File: src/rtl/serial_shift_scheduler_pkg.sv
`default_nettype none
// ============================================================================
// Module : ser_pkg
// Brief  : Shared types, defaults and round-robin pick helper for the
//          serial shift scheduler.
// Rev    : 1.0 - initial release
// ============================================================================
package ser_pkg;

    localparam int c_NUM_REQ_DEF = 4;
    localparam int c_WIDTH_DEF   = 8;

    typedef enum logic [1:0] {
        IDLE  = 2'd0,
        SHIFT = 2'd1,
        DONE  = 2'd2
    } state_t;

    // Scans from the highest offset down so the nearest set request after ptr wins.
    function automatic int rr_pick(input logic [31:0] req, input int ptr, input int n);
        logic [4:0] w_sel;
        rr_pick = 0;
        for (int i = n - 1; i >= 0; i--) begin
            w_sel = 5'((ptr + i) % n);
            if (req[w_sel]) begin
                rr_pick = {27'd0, w_sel};
            end
        end
    endfunction

endpackage
`default_nettype wire

File: src/rtl/serial_shift_scheduler_if.sv
`default_nettype none
// ============================================================================
// Module : serial_shift_scheduler_if
// Brief  : Requester bus and serial output bundle of the shift scheduler.
// Rev    : 1.0 - initial release
// ============================================================================
interface serial_shift_scheduler_if
    import ser_pkg::*;
#(
    parameter int NUM_REQ = c_NUM_REQ_DEF,
    parameter int WIDTH   = c_WIDTH_DEF
);
    localparam int IW = $clog2(NUM_REQ);

    logic [NUM_REQ-1:0]       req_i;
    logic [NUM_REQ*WIDTH-1:0] data_i;
    logic [NUM_REQ-1:0]       gnt_o;
    logic [NUM_REQ-1:0]       ack_o;
    logic                     ser_bit_o;
    logic                     ser_valid_o;
    logic                     ser_last_o;
    logic                     busy_o;
    logic [IW-1:0]            owner_o;

    modport master (
        output req_i, data_i,
        input  gnt_o, ack_o, ser_bit_o, ser_valid_o, ser_last_o, busy_o, owner_o
    );

    modport slave (
        input  req_i, data_i,
        output gnt_o, ack_o, ser_bit_o, ser_valid_o, ser_last_o, busy_o, owner_o
    );

endinterface
`default_nettype wire

File: src/rtl/serial_shift_scheduler_arb.sv
`default_nettype none
// ============================================================================
// Module : rr_arbiter
// Brief  : Combinational round-robin pick starting at i_ptr.
// Rev    : 1.0 - initial release
// ============================================================================
module rr_arbiter
    import ser_pkg::*;
#(
    parameter int NUM_REQ = c_NUM_REQ_DEF,
    parameter int IW      = $clog2(NUM_REQ)
) (
    input  wire logic [NUM_REQ-1:0] i_req,
    input  wire logic [IW-1:0]      i_ptr,
    output logic      [NUM_REQ-1:0] o_gnt,
    output logic      [IW-1:0]      o_idx
);

    int w_win;

    always_comb begin
        w_win = rr_pick(32'(i_req), int'(i_ptr), NUM_REQ);
        o_idx = IW'(w_win);
        o_gnt = '0;
        if (|i_req) begin
            o_gnt[o_idx] = 1'b1;
        end
    end

endmodule
`default_nettype wire

File: src/rtl/serial_shift_scheduler.sv
`default_nettype none
// ============================================================================
// Module : serial_shift_scheduler
// Brief  : Round-robin shares one LSB-first serializer among NUM_REQ requesters.
// Rev    : 1.0 - initial release
// ============================================================================
module serial_shift_scheduler
    import ser_pkg::*;
#(
    parameter int NUM_REQ    = c_NUM_REQ_DEF,
    parameter int WIDTH      = c_WIDTH_DEF,
    parameter int EARLY_STOP = 0
) (
    input wire logic                 Clk,
    input wire logic                 Rst_n,
    serial_shift_scheduler_if.slave  bus
);

    localparam int IW = $clog2(NUM_REQ);
    localparam int CW = $clog2(WIDTH) + 1;

    state_t             r_state;
    state_t             w_state_nxt;
    logic [WIDTH-1:0]   r_shreg;
    logic [CW-1:0]      r_cnt;
    logic [IW-1:0]      r_owner;
    logic [IW-1:0]      r_rr_ptr;
    logic [IW-1:0]      w_ptr_nxt;
    logic [NUM_REQ-1:0] w_arb_gnt;
    logic [IW-1:0]      w_win_idx;
    logic [NUM_REQ-1:0] w_owner_oh;
    logic               w_any;
    logic               w_last;

    rr_arbiter #(
        .NUM_REQ (NUM_REQ),
        .IW      (IW)
    ) u_arb (
        .i_req (bus.req_i),
        .i_ptr (r_rr_ptr),
        .o_gnt (w_arb_gnt),
        .o_idx (w_win_idx)
    );

    assign w_any      = |w_arb_gnt;
    assign w_ptr_nxt  = (r_owner == IW'(NUM_REQ - 1)) ? '0 : r_owner + 1'b1;
    assign w_owner_oh = NUM_REQ'(1) << r_owner;
    // Early stop looks at what remains after the bit currently on the line.
    assign w_last     = (r_cnt == CW'(WIDTH - 1)) ||
                        ((EARLY_STOP != 0) && (r_shreg[WIDTH-1:1] == '0));

    always_ff @(posedge Clk) begin
        if (!Rst_n) begin
            r_state <= IDLE;
        end else begin
            r_state <= w_state_nxt;
        end
    end

    always_comb begin
        w_state_nxt = r_state;
        case (r_state)
            IDLE:    if (w_any)  w_state_nxt = SHIFT;
            SHIFT:   if (w_last) w_state_nxt = DONE;
            DONE:    w_state_nxt = IDLE;
            default: w_state_nxt = IDLE;
        endcase
    end

    always_ff @(posedge Clk) begin
        if (!Rst_n) begin
            r_shreg  <= '0;
            r_cnt    <= '0;
            r_owner  <= '0;
            r_rr_ptr <= '0;
        end else begin
            case (r_state)
                IDLE: begin
                    if (w_any) begin
                        r_shreg <= bus.data_i[w_win_idx*WIDTH +: WIDTH];
                        r_owner <= w_win_idx;
                        r_cnt   <= '0;
                    end
                end
                SHIFT: begin
                    r_shreg <= r_shreg >> 1;
                    r_cnt   <= r_cnt + 1'b1;
                end
                DONE:    r_rr_ptr <= w_ptr_nxt;
                default: ;
            endcase
        end
    end

    assign bus.gnt_o       = (r_state != IDLE) ? w_owner_oh : '0;
    assign bus.ack_o       = (r_state == DONE) ? w_owner_oh : '0;
    assign bus.ser_bit_o   = r_shreg[0];
    assign bus.ser_valid_o = (r_state == SHIFT);
    assign bus.ser_last_o  = (r_state == SHIFT) && w_last;
    assign bus.busy_o      = (r_state != IDLE);
    assign bus.owner_o     = r_owner;

endmodule
`default_nettype wire

File: src/flat_wrapper.sv
// flat-port wrapper written by rule: the top's interface ports become plain ports
module serial_shift_scheduler_flat import ser_pkg::*;
#(
    parameter int NUM_REQ    = c_NUM_REQ_DEF,
    parameter int WIDTH      = c_WIDTH_DEF,
    parameter int EARLY_STOP = 0
)
  (Clk, Rst_n, bus_req_i, bus_data_i, bus_gnt_o, bus_ack_o, bus_ser_bit_o, bus_ser_valid_o, bus_ser_last_o, bus_busy_o, bus_owner_o);
  serial_shift_scheduler_if #(.NUM_REQ(NUM_REQ), .WIDTH(WIDTH)) bus_i ();
  input wire logic Clk;
  input wire logic Rst_n;
  input wire logic [$bits(bus_i.req_i)-1:0] bus_req_i;
  input wire logic [$bits(bus_i.data_i)-1:0] bus_data_i;
  output wire logic [$bits(bus_i.gnt_o)-1:0] bus_gnt_o;
  output wire logic [$bits(bus_i.ack_o)-1:0] bus_ack_o;
  output wire logic [$bits(bus_i.ser_bit_o)-1:0] bus_ser_bit_o;
  output wire logic [$bits(bus_i.ser_valid_o)-1:0] bus_ser_valid_o;
  output wire logic [$bits(bus_i.ser_last_o)-1:0] bus_ser_last_o;
  output wire logic [$bits(bus_i.busy_o)-1:0] bus_busy_o;
  output wire logic [$bits(bus_i.owner_o)-1:0] bus_owner_o;
  assign bus_i.req_i = bus_req_i;
  assign bus_i.data_i = bus_data_i;
  assign bus_gnt_o = bus_i.gnt_o;
  assign bus_ack_o = bus_i.ack_o;
  assign bus_ser_bit_o = bus_i.ser_bit_o;
  assign bus_ser_valid_o = bus_i.ser_valid_o;
  assign bus_ser_last_o = bus_i.ser_last_o;
  assign bus_busy_o = bus_i.busy_o;
  assign bus_owner_o = bus_i.owner_o;
  serial_shift_scheduler #(.NUM_REQ(NUM_REQ), .WIDTH(WIDTH), .EARLY_STOP(EARLY_STOP)) u_core (.Clk(Clk), .Rst_n(Rst_n), .bus(bus_i));
endmodule
File: config.mk
export PLATFORM = sky130hd
export DESIGN_NAME = serial_shift_scheduler_flat
export DESIGN_NICKNAME = d
export VERILOG_FILES = /design/src/rtl/serial_shift_scheduler_pkg.sv /design/src/rtl/serial_shift_scheduler_if.sv /design/src/rtl/serial_shift_scheduler_arb.sv /design/src/rtl/serial_shift_scheduler.sv /design/src/flat_wrapper.sv
export SDC_FILE = /design/constraint.sdc
export NUM_CORES = 1
export LEC_CHECK = 0
export CORE_ASPECT_RATIO = 1.4
export CORE_MARGIN = 2
export CORE_UTILIZATION = 39
export CTS_BUF_LIST = sky130_fd_sc_hd__clkbuf_16
export DETAILED_ROUTE_END_ITERATION = 10
export MAX_ROUTING_LAYER = met4
export PLACE_DENSITY = 0.76
export SLEW_MARGIN = 30
export SYNTH_ARGS = -nofsm -noshare
export SYNTH_HDL_FRONTEND = slang
export SYNTH_HIERARCHICAL = 1
export SYNTH_SLANG_ARGS = --single-unit
File: constraint.sdc
create_clock -name Clk -period 2.1 [get_ports Clk]
set_input_delay 0.42 -clock Clk [delete_from_list [all_inputs] [get_ports Clk]]
set_output_delay 0.42 -clock Clk [all_outputs]
set_load 0.02 [all_outputs]
==> flow_summary_export.csv, run 1 <==
group,metric,value,unit
synth,synth-edff-count,0,
cells_and_area,insertedDiodeCount,0,
clocking,cts-root-buf,"clkbuf_16",
die,die_y,72.4,µm
detailed_routing,viasPerCell,5.81,
synth,synth.avg_cell_area,9.05,µm²
critical_path,arrival,1.63,ns
place,place_congestion,0.756,
critical_path,critPathKind,"flop to output pin",
power,p_per_area,532,mW/mm²
detailed_routing,first_pass_iters,4,
die,core_area,0.00315,mm²
detailed_routing,wl_met3,146,µm
cells_and_area,finalNetCount,247,
synth,synthFlopType,"dfxtp_1",
critical_path,path_cells,"ha_1 > and2_1 > clkdlybuf4s50_1",
detailed_routing,drc,0,
cells_and_area,num-fill-cells,275,
synth,post-synth-top-count-cell,"dfxtp_1",
detailed_routing,dr_wl_met2,2020,µm
cells_and_area,seqCellArea,365,µm²
synth,seq_area_frac_synth,0.276,
synth,synth_cells,144,
global_route,grt_max_degree,16,
clocking,clkSlewWorstSetupHoldPaths,0.05,ns
detailed_routing,first_iter_violations,41,
place,dp.cells,234,
sta,hold_violations,0,
sta,max_freq,489,MHz
synth,synth_area_leaders,"dfxtp_1 (28%), mux4_2 (14%), a21oi_1 (5.8%)",
synth,async_reset_ff_frac,0,
clocking,cts_tree,"done",
power,worst_ir_drop_vdd,0.000322,V
detailed_routing,top_layer_used,"met4",
critical_path,crit_family,"buffers and inverters",
detailed_routing,antenna_left,0,
sta,finalCriticalPeriod,2.05,ns
cells_and_area,drive_gt1_frac,0.208,
global_route,track_usage,0.215,
critical_path,worst_setup_path_start_kind,"flop",
die,rows,24,
critical_path,path_buf_inv,1,
sta,skew,0.00192,ns
synth,synth-seq-cells,18,
power,p_total,1080,µW
sta,tightest_slew,0.386,ns
critical_path,cp_slowest_cell,"clkdlybuf4s50_1",
die,die_w,52.9,µm
clocking,htreeDepth,1,
synth,synth_common_cells,"dfxtp_1 (18), a21oi_1 (15), and2_1 (9), nor2_1 (9)",
die,io_pins,52,
cells_and_area,design_area,0.00203,mm²
die,die_area,0.00383,mm²
critical_path,slowest_delay,0.60,ns
cells_and_area,multiInputGateArea,853,µm²
run_status,outcome,"finished clean",
sta,slew_headroom,0.741,
global_route,grt_antenna_before_repair,0,
clocking,clock_latency,0.25,ns
sta,slew_viol_final,0,
synth,synth_warnings,6,
detailed_routing,vias,1401,
synth,syn_nets,187,
critical_path,crit_path_max_fanout,5,
clocking,cts_hold_buf,0,
power,leakage,0.000752,µW
clocking,clock-sinks,18,
detailed_routing,wl_per_cell,15.5,µm
cells_and_area,synthToLayoutAreaGrowth,55.5,%
cells_and_area,finalNonFillerCells,241,
place,portBuffers,51,
die,initial_core_util,0.413,
sta,setup-violations-final,0,
sta,hold_slack,0.509,ns
place,dpl-instance-area,0.00191,mm²
critical_path,endpoint_kind,"output pin",
global_route,grt_overflow,0,
synth,synth.top_cell.area_share,0.276,
detailed_routing,finalWirelength,3730,µm
synth,synth_top_cell_by_area,"dfxtp_1",
sta,finalSetupTns,0,ns
synth,ys_types,40,
clocking,cts_buffers,3,
hold_path,hp-class,"flop to flop",
synth,syn_area,0.00130,mm²
sta,fin_crit_sh,0.974,
critical_path,worst_ep_required_time,1.68,ns
clocking,clockBufferDepth,2,
detailed_routing,wl_met1,1500,µm
global_route,grt_pass1_wl,6180,µm
run,cap_viol_max_count,0,
global_route,grt_pass1_vias,1423,
place,place_hpwl,2780,µm
tightest hold or removal path, cell delays in order, from the launching register on:
cell and delay [ns]:
dfxtp_1 0.31, o211ai_1 0.09, a21oi_1 0.07
layout make-up:
class                      instances  share of cell area
clock buffer                       3              0.0370
sequential                        18               0.180
tap                               39              0.0241
multi-input combinational        104               0.421
inverter                           9              0.0167
timing repair buffer              68               0.321
routing by layer:
| metal | vias to the layer above | GRT usage |
|---|---|---|
| met4 | 0 | 0.0912 |
| met2 | 51 | 0.382 |
| li1 | 668 | - |
| met3 | 6 | 0.00206 |
| met5 | - | - |
| met1 | 676 | 0.250 |
where the power goes:
part | internal [µW] | switching, µW
sequential | 366 | 19.9
clock | 251 | 126
combinational | 177 | 140
path summary, 6_finish.rpt:
path	start	depth (start not counted)	endpoint	slack (ns)
setup reg to reg	u_core/r_rr_ptr[1]	8	u_core/r_shreg[0]	0.08
setup / recovery	u_core/bus.owner_o[1]	3	bus_ack_o[3]	0.05
hold reg to reg	u_core/r_shreg[5]	2	u_core/r_shreg[5]	0.51
hold / removal	u_core/r_shreg[5]	2	u_core/r_shreg[5]	0.51
state kept, by name (all words and copies together) (netlist names):
register            cells
u_core/r_state          2
u_core/r_cnt            4
u_core/bus.owner_o      2
u_core/r_rr_ptr         2
u_core/r_shreg          8
cells by family after synthesis:
logic type	share of synthesized area
buf+inv	0.0921
mux	0.161
fa+ha+maj	0.0480
simple gates	0.136
compound gates	0.286
flops	0.276
through the flow:
stage / util / setup slack, ns
2_1_floorplan: - / 0.0581
3_3_place_gp: 0.605 / -0.416
3_5_place_dp: 0.605 / -0.475
4_1_cts: 0.638 / 0.00607
5_1_grt: 0.643 / -0.0407
6_report: 0.643 / 0.0545
cells in the final DEF, fill, tap and decap left out, types with 3 or more instances in the layout:
master / count
o211ai_1: 8
clkbuf_16: 3
mux2i_1: 3
nor2_1: 9
ha_1: 5
o21ai_0: 7
a32oi_1: 6
and2_1: 9
dfxtp_1: 16
buf_4: 13
dlygate4sd2_1: 3
clkdlybuf4s50_1: 46
a21oi_1: 15
inv_1: 7
nand3_1: 5
mux4_2: 8
timing repair:
item	in CTS	in global routing
resized for setup	9	12
cloned	2	0
setup endpoints to repair	16	16
pin swaps	3	2
buffers inserted	2	0
(Power assumes the default switching activity.)
==> run 2, diff against run 1 <==
- CAP_MARGIN: default -> 20
- REMOVE_ABC_BUFFERS: default -> 1
==> flow_summary_export.csv, run 2 (synthesis gave the netlist of run 1 again) <==
group,metric,value,unit
run_status,outcome,"finished clean",
critical_path,crit_path_max_fanout,8,
detailed_routing,wl_met1,1320,µm
clocking,clock_latency,0.25,ns
clocking,clockBufferDepth,2,
die,die_w,52.9,µm
cells_and_area,num-fill-cells,277,
hold_path,hp-class,"flop to flop",
detailed_routing,first_iter_violations,64,
global_route,grt_pass1_vias,1395,
critical_path,arrival,2.17,ns
cells_and_area,largest_reg_flops,8,
sta,fin_crit_sh,0.971,
power,worst_ir_drop_vdd,0.000453,V
detailed_routing,wl_met3,174,µm
sta,max_freq,490,MHz
cells_and_area,finalNonFillerCells,242,
sta,skew,0.00355,ns
power,leakage,0.000784,µW
cells_and_area,synthToLayoutAreaGrowth,53.9,%
global_route,grt_overflow,0,
cells_and_area,largest_register,"u_core/r_shreg",
cells_and_area,finalNetCount,248,
cells_and_area,insertedDiodeCount,0,
detailed_routing,wl_per_cell,15.3,µm
cells_and_area,reg_top3,"u_core/r_shreg (8), u_core/r_cnt (4)",
clocking,cts_tree,"done",
clocking,clkSlewWorstSetupHoldPaths,0.05,ns
cells_and_area,drive_gt1_frac,0.202,
place,place_ws,-0.502,ns
critical_path,worst_ep_required_time,2.23,ns
sta,finalCriticalPeriod,2.04,ns
sta,slew_viol_final,0,
detailed_routing,antenna_left,0,
detailed_routing,first_pass_iters,4,
place,place_hpwl,2870,µm
die,rows,24,
sta,worst_slack,0.0602,ns
detailed_routing,drc,0,
detailed_routing,viasPerCell,5.83,
die,die_area,0.00383,mm²
detailed_routing,vias,1410,
cells_and_area,final_cell_mix,"clkdlybuf4s50_1 (44), buf_4 (17), dfxtp_1 (16), a21oi_1 (15)",
power,p_total,1080,µW
sta,slew_headroom,0.756,
die,initial_core_util,0.413,
die,io_pins,52,
place,place_congestion,0.771,
clocking,clock-sinks,18,
detailed_routing,top_layer_used,"met4",
sta,grt_setup_unrepaired,"yes",
clocking,cts_hold_buf,0,
detailed_routing,finalWirelength,3700,µm
cells_and_area,final_common_cell,"clkdlybuf4s50_1",
sta,tightest_slew,0.363,ns
place,portBuffers,51,
detailed_routing,dr_wl_met2,2130,µm
clocking,htreeDepth,1,
run,cap_viol_max_count,0,
place,dp.cells,235,
sta,hold_violations,0,
cells_and_area,design_area,0.00201,mm²
global_route,track_usage,0.210,
sta,setup-violations-final,0,
place,dpl-instance-area,0.00190,mm²
global_route,grt_max_degree,15,
clocking,cts-root-buf,"clkbuf_16",
die,die_y,72.4,µm
global_route,grt_pass1_wl,5970,µm
critical_path,worst_setup_path_start_kind,"flop",
critical_path,critPathKind,"flop to flop",
clocking,cts_buffers,3,
critical_path,endpoint_kind,"flop",
die,core_area,0.00315,mm²
global_route,grt_antenna_before_repair,0,
power,p_per_area,536,mW/mm²
[run 2: cell count changes in the layout (fill, tap and decap cells not counted), sizes merged]
cell | previous run | this run
dlymetal6s2s | 0 | 2
clkdlybuf4s50 | 46 | 44
or4 | 2 | 1
buf | 17 | 19
[run 2: through the flow]
step,setup TNS [ns],util,hold slack (ns)
after floorplan,-3.34,-,0.441
after global routing,-0.307,0.637,0.510
after detailed placement,-6.10,0.603,0.485
final,0,0.637,0.498
after CTS,0,0.633,0.494
after global placement,-5.22,0.603,0.464
[run 2: area by class of cell]
class,instances,area (µm²),area share
multi-input cells,103,830,0.413
repair buffers,70,654,0.326
flip-flops and latches,18,365,0.182
clock buffers,3,75.1,0.0374
well taps,39,48.8,0.0243
inverters,9,33.8,0.0168
[run 2: repair_timing]
| action | CTS | global route |
|---|---|---|
| pin swaps | 6 | 4 |
| gates cloned | 1 | 0 |
| resized for setup | 9 | 10 |
| buffers inserted | 2 | 1 |
| endpoints found under the setup margin | 15 | 21 |
[run 2: report_power, final]
group / leakage, µW / total, µW / internal [µW] / switching (µW)
sequential: 0.000149 / 386 / 366 / 19.6
clock: 0.0000370 / 374 / 250 / 124
combinational: 0.000599 / 317 / 175 / 142
[run 2: worst paths after layout]
path	slack, ns	endpoint	start	cells after the start
setup / recovery	0.06	u_core/r_shreg[5]	u_core/r_rr_ptr[1]	7
hold / removal	0.50	u_core/r_cnt[3]	u_core/r_cnt[3]	1
setup reg to reg	0.06	u_core/r_shreg[5]	u_core/r_rr_ptr[1]	7
hold reg to reg	0.50	u_core/r_cnt[3]	u_core/r_cnt[3]	1
[run 2: critical path: stages (launching register included)]
cell and delay, ns:
dfxtp_4 0.39, mux2i_1 0.19, o22ai_1 0.09, a31oi_1 0.21, buf_4 0.21, mux4_2 0.51
a32oi_1 0.20, a21oi_1 0.10
[run 2: layer usage]
layer | global-route usage | vias to the layer above
met2 | 0.392 | 60
met3 | 0.0144 | 8
li1 | - | 670
met5 | - | -
met4 | 0.0912 | 0
met1 | 0.218 | 672
==> run 3, diff against run 2 <==
- PLACE_DENSITY: 0.76 -> 0.87
==> flow_summary_export.csv, run 3 (synthesis gave the netlist of run 1 again) <==
group,metric,value,unit
clocking,cts-root-buf,"clkbuf_16",
power,p_total,1110,µW
cells_and_area,drive_gt1_frac,0.210,
global_route,grt_antenna_before_repair,0,
cells_and_area,largest_reg_flops,8,
clocking,clockBufferDepth,2,
die,die_y,72.4,µm
detailed_routing,first_pass_iters,4,
power,switching_share,0.277,
sta,finalCriticalPeriod,2.10,ns
critical_path,crit_family,"simple AND/OR/NAND/NOR gates",
cells_and_area,post-route-util,0.647,
global_route,track_usage,0.216,
die,core_area,0.00315,mm²
place,place_hpwl,2630,µm
critical_path,r2r-end,"u_core/r_shreg[6]",
cells_and_area,synthToLayoutAreaGrowth,56.5,%
power,combPwrFrac,0.293,
critical_path,worst_setup_path_start_kind,"flop",
hold_path,hp-class,"flop to flop",
power,sequentialPowerShare,0.348,
clocking,htreeDepth,1,
die,die_area,0.00383,mm²
critical_path,reg2reg_setup_slack,0.004,ns
critical_path,crit_path_max_fanout,6,
global_route,grt_pass1_vias,1393,
critical_path,r2r_cells,7,
hold_path,hold-path-cell-count,1,
sta,tightest_slew,0.542,ns
power,power.switching,307,µW
clocking,cts_tree,"done",
run_status,outcome,"finished clean",
die,io_pins,52,
cells_and_area,finalNetCount,249,
global_route,grt_overflow,0,
hold_path,hp-start,"u_core/r_cnt[3]",
power,clkPwrFrac,0.358,
clocking,cts_buffers,3,
die,die_w,52.9,µm
hold_path,holdPathEnd,"u_core/r_cnt[3]",
detailed_routing,finalWirelength,3780,µm
cells_and_area,final_cell_mix,"clkdlybuf4s50_1 (43), buf_4 (18), dfxtp_1 (16), a21oi_1 (15)",
critical_path,path_buf_inv,1,
detailed_routing,wl_per_cell,15.5,µm
cells_and_area,final_common_cell,"clkdlybuf4s50_1",
sta,setup-violations-final,0,
die,rows,24,
cells_and_area,reg_top3,"u_core/r_shreg (8), u_core/r_cnt (4)",
sta,fin_crit_sh,0.998,
critical_path,path_cells,"buf_4 > o2bb2ai_1 > a22o_1 > and2_1 > or4_4 > a32oi_1 > a21oi_1",
clocking,clock-sinks,18,
global_route,grt_pass1_wl,6080,µm
place,place_ws,-0.457,ns
sta,slew_viol_final,0,
global_route,grt_max_degree,16,
detailed_routing,viasPerCell,5.86,
cells_and_area,insertedDiodeCount,0,
clocking,clkSlewWorstSetupHoldPaths,0.05,ns
power,worst_ir_drop_vdd,0.000412,V
sta,slew_headroom,0.636,
critical_path,critPathKind,"flop to flop",
place,portBuffers,51,
sta,worst_slack,0.00420,ns
critical_path,arrival,2.24,ns
critical_path,rr_startpoint,"u_core/r_rr_ptr[1]",
detailed_routing,drc,0,
critical_path,cp_slowest_cell,"or4_4",
cells_and_area,largest_register,"u_core/r_shreg",
sta,max_freq,477,MHz
critical_path,worst_ep_required_time,2.24,ns
critical_path,endpoint_kind,"flop",
place,place_congestion,0.841,
place,dp.cells,237,
sta,skew,0.00185,ns
detailed_routing,first_iter_violations,39,
power,p_per_area,542,mW/mm²
clocking,clock_latency,0.25,ns
run,cap_viol_max_count,0,
sta,hold_violations,0,
power,leakage,0.000809,µW
cells_and_area,finalNonFillerCells,244,
detailed_routing,vias,1431,
power,internal_power,801,µW
die,initial_core_util,0.413,
detailed_routing,antenna_left,0,
critical_path,slowest_delay,0.56,ns
[run 3: cell types whose count changed in the layout (fill, tap and decap cells not counted), sizes merged]
cell           previous run  this run
clkbuf                    5         4
clkdlybuf4s15             0         1
clkinv                    1         2
dlymetal6s2s              2         3
clkdlybuf4s50            44        43
or4                       1         2
[run 3: worst max-delay path by stage]
| stage | from | to | slack, ns | cells past startpoint |
|---|---|---|---|---|
| 6_report | u_core/r_rr_ptr[1] | u_core/r_shreg[6] | 0.004 | 7 |
| 2_1_floorplan | u_core/r_rr_ptr[1] | u_core/r_shreg[0] | -0.44 | 6 |
| 3_3_place_gp | bus_req_i[1] | u_core/r_shreg[6] | -0.42 | 8 |
| 3_5_place_dp | bus_req_i[1] | u_core/r_shreg[0] | -0.46 | 8 |
| 5_1_grt | u_core/r_rr_ptr[1] | u_core/r_shreg[6] | -0.09 | 7 |
| 4_1_cts | u_core/r_rr_ptr[1] | u_core/r_shreg[5] | 0.0006 | 7 |
[run 3: area by class of cell]
| class | count | area (µm²) |
|---|---|---|
| clock buffer | 3 | 75.1 |
| clock inverter | 1 | 3.75 |
| fill | 256 | 1110 |
| inverter | 9 | 33.8 |
| multi-input combinational | 104 | 850 |
| sequential | 18 | 365 |
| tap | 39 | 48.8 |
| timing repair buffer | 70 | 664 |
[run 3: what timing repair did]
| action | 4_1_cts | 5_1_grt |
|---|---|---|
| hold buffers | 0 | 0 |
| setup buffers | 0 | 1 |
| gates resized for setup | 10 | 13 |
| setup endpoints to repair | 13 | 16 |
| pin swaps | 4 | 2 |
| cloned | 2 | 0 |
[run 3: stage by stage]
step | setup TNS [ns] | cell area (µm²) | hold slack [ns]
2_1_floorplan | -3.34 | 1220 | 0.441
3_3_place_gp | -4.88 | 1900 | 0.472
3_5_place_dp | -5.39 | 1900 | 0.486
4_1_cts | 0 | 2000 | 0.493
5_1_grt | -0.152 | 2040 | 0.509
6_report | 0 | 2040 | 0.490
[run 3: power by group through the flow]
stage,Clock (µW),Combinational (µW),Sequential (µW)
2_1_floorplan,0,143,392
6_report,397,325,386
5_1_grt,414,351,388
3_5_place_dp,0,306,391
4_1_cts,395,312,384
3_3_place_gp,0,300,390
[run 3: per-layer routing]
metal / part of all wire / track usage / vias up
li1: - / - / 675
met1: 0.37 / 0.250 / 662
met2: 0.52 / 0.354 / 83
met3: 0.076 / 0.0226 / 11
met4: 0.032 / 0.128 / 0
met5: 0 / - / -
